## src/rtl/pc_pkg.sv

```systemverilog
// Shared types and default vectors for the program-counter stage.
package pc_pkg;

    localparam int unsigned DEFAULT_XLEN         = 32;
    localparam logic [31:0] DEFAULT_RESET_VECTOR = 32'h0000_0000;
    localparam logic [31:0] DEFAULT_TRAP_VECTOR  = 32'h0000_0100;
    localparam int unsigned DEFAULT_PC_STEP      = 4;

    // Encoding order is the redirect priority; a larger value wins.
    typedef enum logic [1:0] {
        SRC_SEQ  = 2'd0,
        SRC_BR   = 2'd1,
        SRC_JALR = 2'd2,
        SRC_TRAP = 2'd3
    } pc_src_e;

    typedef enum logic [1:0] {
        BOOT = 2'd0,
        RUN  = 2'd1,
        PEND = 2'd2
    } pc_state_e;

endpackage

```

## src/rtl/pc_target_adder.sv

```systemverilog
// Modulo-2^XLEN target adder; optionally clears bit 0 of the sum (JALR rule).
module pc_target_adder #(
    parameter int unsigned XLEN = 32
) (
    input  logic [XLEN-1:0] i_a,
    input  logic [XLEN-1:0] i_b,
    input  logic            i_clr_bit0,
    output logic [XLEN-1:0] o_sum
);

    logic [XLEN-1:0] w_raw;

    assign w_raw = i_a + i_b;
    assign o_sum = {w_raw[XLEN-1:1], w_raw[0] & ~i_clr_bit0};

endmodule

```

## src/rtl/pc_next_unit.sv

```systemverilog
// Program-counter stage: PC register, redirect selection, stall/pending handling.
// Optional macro RVC_EN adds is_compressed_i (2-byte step, bit-0 misalign check).
module pc_next_unit
    import pc_pkg::*;
#(
    parameter int unsigned     XLEN         = DEFAULT_XLEN,
    parameter logic [XLEN-1:0] RESET_VECTOR = XLEN'(DEFAULT_RESET_VECTOR),
    parameter logic [XLEN-1:0] TRAP_VECTOR  = XLEN'(DEFAULT_TRAP_VECTOR),
    parameter int unsigned     PC_STEP      = DEFAULT_PC_STEP
) (
    input  logic            clk,
    input  logic            rst,
    input  logic            stall_i,
    input  logic            branch_taken_i,
    input  logic            jump_i,
    input  logic            jalr_i,
    input  logic            trap_i,
`ifdef RVC_EN
    input  logic            is_compressed_i,
`endif
    input  logic [XLEN-1:0] ex_pc_i,
    input  logic [XLEN-1:0] rs1_i,
    input  logic [XLEN-1:0] imm_i,
    output logic [XLEN-1:0] pc_o,
    output logic [XLEN-1:0] pc_link_o,
    output logic            fetch_valid_o,
    output logic            redirect_pending_o,
    output logic            misalign_o,
    output logic [XLEN-1:0] bad_addr_o,
    output logic [1:0]      state_o
);

    // Fetch handshake: pc_o is a fetch request whenever fetch_valid_o=1;
    // stall_i=1 means the consumer did not take it, so pc_o is held.
    pc_state_e       r_state;
    pc_state_e       w_state_next;
    logic [XLEN-1:0] r_pc;
    logic [XLEN-1:0] r_pend_target;
    logic [XLEN-1:0] r_bad_addr;
    pc_src_e         r_pend_src;
    logic            r_pend_valid;
    logic            r_misalign;

    logic [XLEN-1:0] w_step;
    logic [XLEN-1:0] w_seq_target;
    logic [XLEN-1:0] w_br_target;
    logic [XLEN-1:0] w_jalr_target;

    pc_src_e         w_fresh_src;
    logic [XLEN-1:0] w_fresh_raw;
    logic [XLEN-1:0] w_fresh_target;
    logic            w_fresh_valid;
    logic            w_fresh_mis;
    logic            w_pend_overwrite;
    logic            w_fresh_beats_pend;

    logic [XLEN-1:0] w_pc_next;
    logic [XLEN-1:0] w_pend_target_next;
    pc_src_e         w_pend_src_next;
    logic            w_pend_valid_next;
    logic            w_mis_next;

`ifdef RVC_EN
    assign w_step = is_compressed_i ? XLEN'(2) : XLEN'(PC_STEP);
`else
    assign w_step = XLEN'(PC_STEP);
`endif

    pc_target_adder #(.XLEN(XLEN)) u_seq_adder (
        .i_a        (r_pc),
        .i_b        (w_step),
        .i_clr_bit0 (1'b0),
        .o_sum      (w_seq_target)
    );

    pc_target_adder #(.XLEN(XLEN)) u_br_adder (
        .i_a        (ex_pc_i),
        .i_b        (imm_i),
        .i_clr_bit0 (1'b0),
        .o_sum      (w_br_target)
    );

    pc_target_adder #(.XLEN(XLEN)) u_jalr_adder (
        .i_a        (rs1_i),
        .i_b        (imm_i),
        .i_clr_bit0 (1'b1),
        .o_sum      (w_jalr_target)
    );

    always_comb begin
        w_fresh_src = SRC_SEQ;
        w_fresh_raw = w_seq_target;
        if (trap_i) begin
            w_fresh_src = SRC_TRAP;
            w_fresh_raw = TRAP_VECTOR;
        end else if (jalr_i) begin
            w_fresh_src = SRC_JALR;
            w_fresh_raw = w_jalr_target;
        end else if (jump_i || branch_taken_i) begin
            w_fresh_src = SRC_BR;
            w_fresh_raw = w_br_target;
        end
    end

    assign w_fresh_valid = (w_fresh_src != SRC_SEQ);

`ifdef RVC_EN
    assign w_fresh_mis = w_fresh_valid && (w_fresh_src != SRC_TRAP) && w_fresh_raw[0];
`else
    assign w_fresh_mis = w_fresh_valid && (w_fresh_src != SRC_TRAP) && w_fresh_raw[1];
`endif

    // A misaligned redirect is turned into a trap before it is loaded or latched.
    assign w_fresh_target     = w_fresh_mis ? TRAP_VECTOR : w_fresh_raw;
    assign w_pend_overwrite   = w_fresh_valid &&
                                (!r_pend_valid || (r_pend_src != SRC_TRAP) || (w_fresh_src == SRC_TRAP));
    assign w_fresh_beats_pend = w_fresh_valid && (w_fresh_src > r_pend_src);

    always_ff @(posedge clk) begin
        if (!rst) begin
            r_state <= BOOT;
        end else begin
            r_state <= w_state_next;
        end
    end

    always_comb begin
        w_state_next = r_state;
        case (r_state)
            BOOT:    w_state_next = RUN;
            RUN:     w_state_next = (stall_i && (w_fresh_valid || r_pend_valid)) ? PEND : RUN;
            PEND:    w_state_next = stall_i ? PEND : RUN;
            default: w_state_next = BOOT;
        endcase
    end

    always_comb begin
        w_pc_next          = r_pc;
        w_pend_valid_next  = r_pend_valid;
        w_pend_src_next    = r_pend_src;
        w_pend_target_next = r_pend_target;
        w_mis_next         = 1'b0;
        if ((r_state == BOOT) || stall_i) begin
            if (w_pend_overwrite) begin
                w_pend_valid_next  = 1'b1;
                w_pend_src_next    = w_fresh_mis ? SRC_TRAP : w_fresh_src;
                w_pend_target_next = w_fresh_target;
                w_mis_next         = w_fresh_mis;
            end
        end else if (r_pend_valid && !w_fresh_beats_pend) begin
            w_pc_next         = r_pend_target;
            w_pend_valid_next = 1'b0;
        end else begin
            w_pc_next         = w_fresh_target;
            w_pend_valid_next = 1'b0;
            w_mis_next        = w_fresh_mis;
        end
    end

    always_ff @(posedge clk) begin
        if (!rst) begin
            r_pc          <= RESET_VECTOR;
            r_pend_valid  <= 1'b0;
            r_pend_src    <= SRC_SEQ;
            r_pend_target <= '0;
            r_misalign    <= 1'b0;
            r_bad_addr    <= '0;
        end else begin
            r_pc          <= w_pc_next;
            r_pend_valid  <= w_pend_valid_next;
            r_pend_src    <= w_pend_src_next;
            r_pend_target <= w_pend_target_next;
            r_misalign    <= w_mis_next;
            if (w_mis_next) begin
                r_bad_addr <= w_fresh_raw;
            end
        end
    end

    always_comb begin
        pc_o               = r_pc;
        pc_link_o          = w_seq_target;
        fetch_valid_o      = (r_state != BOOT);
        redirect_pending_o = r_pend_valid;
        misalign_o         = r_misalign;
        bad_addr_o         = r_bad_addr;
        state_o            = r_state;
    end

endmodule

```

## config.mk

```make
export PLATFORM = sky130hd
export DESIGN_NAME = pc_next_unit
export DESIGN_NICKNAME = d
export VERILOG_FILES = /design/src/rtl/pc_pkg.sv /design/src/rtl/pc_target_adder.sv /design/src/rtl/pc_next_unit.sv
export SDC_FILE = /design/constraint.sdc
export NUM_CORES = 1
export LEC_CHECK = 0
export ABC_AREA = 0
export BUFFER_PORTS_ARGS = -buffer_cell sky130_fd_sc_hd__buf_2
export CORE_MARGIN = 2
export CORE_UTILIZATION = 55
export DETAILED_ROUTE_END_ITERATION = 16
export PLACE_DENSITY = 0.88
export SYNTH_ARGS = -nofsm -noshare
export SYNTH_HDL_FRONTEND = slang
export SYNTH_SLANG_ARGS = --single-unit
```

## constraint.sdc

```tcl
create_clock -name clk -period 3.7 [get_ports clk]
set_clock_uncertainty 0.1 [all_clocks]
set_input_delay 0.37 -clock clk [delete_from_list [all_inputs] [get_ports clk]]
set_output_delay 0.37 -clock clk [all_outputs]
set_load 0.01 [all_outputs]
```

==> metrics.yaml <==
layout:
  fin_nets: 1484
  layout_common_cells: "buf_2 (203), nand2_1 (148), a21oi_1 (109)"
  multi_input_comb_area_mm2: 0.006071
  drive_gt1_share_pct: 19.73
  syn2layout_area_growth_pct: 17.74
  fillCellCount: 1317
  stdcell_area_mm2: 0.009947
  final_common_cell: "buf_2"
  finish.utilization_pct: 65.92
  ff_latch_area_mm2: 0.002042
timing:
  fin_setup_tns_ns: 0
  worst_slack_ns: 0.4254
  rsz0062_at_grt: "false"
  slew_headroom_pct: 44.54
  tightest_slew_ns: 0.8288
  finalSetupViolCount: 0
  hold_viol_final: 0
  slew_viol_final: 0
  period_share_pct: 88.50
  period_minus_slack_ns: 3.275
  fmax_mhz: 305.4
cts:
  post-cts-setup-buffers: 0
  hold_buffers: 0
  insertion_delay_ns: 0.35
  cts_buffers: 9
  cts_tree: "yes"
  clk_pin_slew_ns: 0.07
  cts_num_sinks: 102
  root_buffer: "clkbuf_16"
  cts_resized: 0
  h-tree-depth: 3
  cts_buffer_depth: 2
placement:
  port_buffers: 203
  post_dp_cell_area_mm2: 0.009642
  gp_congestion: 1.015
  place_ws_ns: 0.1764
  place_hpwl_mm: 22.80
floorplan:
  num_rows: 45
  die_h_um: 127.9
  start_util_pct: 55.99
  die_area_mm2: 0.01637
  core_mm2: 0.01509
  die_w_um: 127.9
  io_pins: 204
job:
  drv_cap: 0
synthesis:
  synth_nets: 1304
  synth_async_sr_flop_share_pct: 0
  ys_ff_latch: 102
  synth_area_mm2: 0.008448
  synthFlopType: "dfxtp_1"
  seq_area_frac_synth_pct: 24.17
  yosysUniqueCellTypes: 79
  yosys_warnings: 0
  synthCells: 1133
  synth_edf_count: 0
  synth.avg_cell_area_um2: 7.456
drt:
  ant_nets: 0
  totalWireLength_mm: 29.18
  first_pass_iters: 8
  wl_met2_mm: 13.30
  wl_met1_mm: 11.52
  post_drt_wl_per_cell_um: 19.36
  via_per_inst: 6.404
  drc: 0
  drt-initial-drc-count: 1137
  wl_met3_mm: 3.185
  vias: 9651
  top_layer_used: "met4"
global_routing:
  grt_overflow: 0
  grt_pass1_wl_mm: 45.20
  grt_max_degree: 43
  grt_pass1_vias: 8860
  antenna_found_initial: 1
  grt.total_usage_pct: 34.53
power_and_ir_drop:
  total_power_mw: 3.506
  power.share.clock_pct: 27.4
  p_leak_nw: 4.544
  vdd_drop_max_uv: 337.1
  combPwrFrac_pct: 37.2
  pwr_density_cell_mw_per_mm2: 352.5
  p_sw_mw: 1.271
  seq_power_share_pct: 35.4
  internal-power_mw: 2.235
  switching_share_pct: 36.25
setup_path:
  path_max_fanout: 13
  worst_ep_required_time_ns: 3.85
  endpoint_kind: "register"
  startpoint_type: "input port"
  path_class: "in2reg"
  cp.arrival_ns: 3.43
hold_path:
  hold_path_class: "in2reg"
run_status:
  status: "completed"
-- power groups by stage --
stage	sequential, mW	clock, mW	combinational [mW]
floorplan	1.26	0	0.834
global placement	1.26	0	1.24
detailed placement	1.26	0	1.26
CTS	1.24	0.956	1.27
global route	1.25	1.01	1.40
finish	1.24	0.961	1.30
-- area by class of cell --
type / instances / share of cell area (%)
clock buffer: 13 / 2.616
timing repair buffer: 224 / 11.80
inverter: 32 / 1.208
antenna: 1 / 0.02516
sequential: 102 / 20.53
multi-input combinational: 944 / 61.03
clock inverter: 3 / 0.4277
tap: 188 / 2.365
-- synth_stat cells, drive strengths merged (5+ instances only) --
cell type | count | area share [%]
nand2 | 148 | 6.6
a21oi | 112 | 6.9
dfxtp | 102 | 24
nor2 | 100 | 4.4
o21ai | 98 | 5.9
ha | 66 | 9.8
clkbuf | 50 | 2.2
xnor2 | 45 | 4.7
inv | 32 | 1.4
a21o | 29 | 2.6
nand3 | 29 | 1.7
xor2 | 28 | 2.9
a22oi | 25 | 2.2
and3 | 19 | 1.4
nor3 | 19 | 1.1
nand2b | 18 | 1.3
a211oi | 16 | 1.4
nand4 | 16 | 1.2
o21a | 12 | 1.1
or3 | 12 | 0.95
a31oi | 11 | 0.89
o211ai | 11 | 1.0
and2 | 10 | 0.74
nor2b | 10 | 0.74
o21bai | 10 | 0.89
a211o | 9 | 0.95
and4 | 8 | 0.83
a221oi | 7 | 0.80
a311oi | 7 | 0.93
a21boi | 5 | 0.49
a32oi | 5 | 0.52
buf | 5 | 0.36
mux2i | 5 | 0.59
nor4 | 5 | 0.62
-- metrics by stage --
step | std cells | hold slack [ns]
final | 1507 | 0.1683
after global routing | 1507 | 0.1665
after CTS | 1506 | 0.1656
after detailed placement | 1490 | 0.3436
after global placement | 1490 | 0.3316
after floorplan | 1133 | 0.3168
-- kinds of logic after synthesis --
logic type / after synthesis / share of synthesized area, %
buffers and inverters: 87 / 3.999
adder cells (fa/ha/maj): 68 / 10.25
AO/OA/AOI/OAI: 391 / 30.39
flip-flops: 102 / 24.17
AND/OR/NAND/NOR: 405 / 22.76
multiplexers: 7 / 0.8590
XOR/XNOR: 73 / 7.568
-- flip-flops by register name, summed over array words and instances, names as in the netlist --
signal and flops:
bad_addr_o 32, misalign_o 1, pc_o 32, r_pend_src 2, r_pend_target 32, redirect_pending_o 1
state_o 2
-- routing by layer --
layer	track usage, %	up-vias
met1	45.22	4432
li1	-	4496
met4	14.16	0
met2	56.84	628
met5	0	-
met3	5.426	95
-- critical path, stage by stage --
cell and delay [ns]:
buf_2 0.13, nor2_1 0.52, nor2_1 0.21, ha_1 0.33
a21oi_1 0.13, o21ai_0 0.11, and2_1 0.27, o21ai_0 0.23
and3_1 0.49, nand2_1 0.33, o21ai_0 0.29
-- path summary, 6_finish.rpt --
check                                     end                   startpoint  cells past startpoint  slack [ns]
setup / recovery  bad_addr_o[11]$_SDFFE_PN0P_                       jalr_i                     11        0.43
hold / removal          state_o[0]$_SDFF_PN0_                      stall_i                      2        0.17
setup reg to reg        pc_o[27]$_SDFFE_PN0P_        pc_o[13]$_SDFFE_PN0P_                     10        0.72
hold reg to reg   bad_addr_o[13]$_SDFFE_PN0P_  bad_addr_o[13]$_SDFFE_PN0P_                      2        0.35
Note: power is estimated with default switching activity, not from simulation.
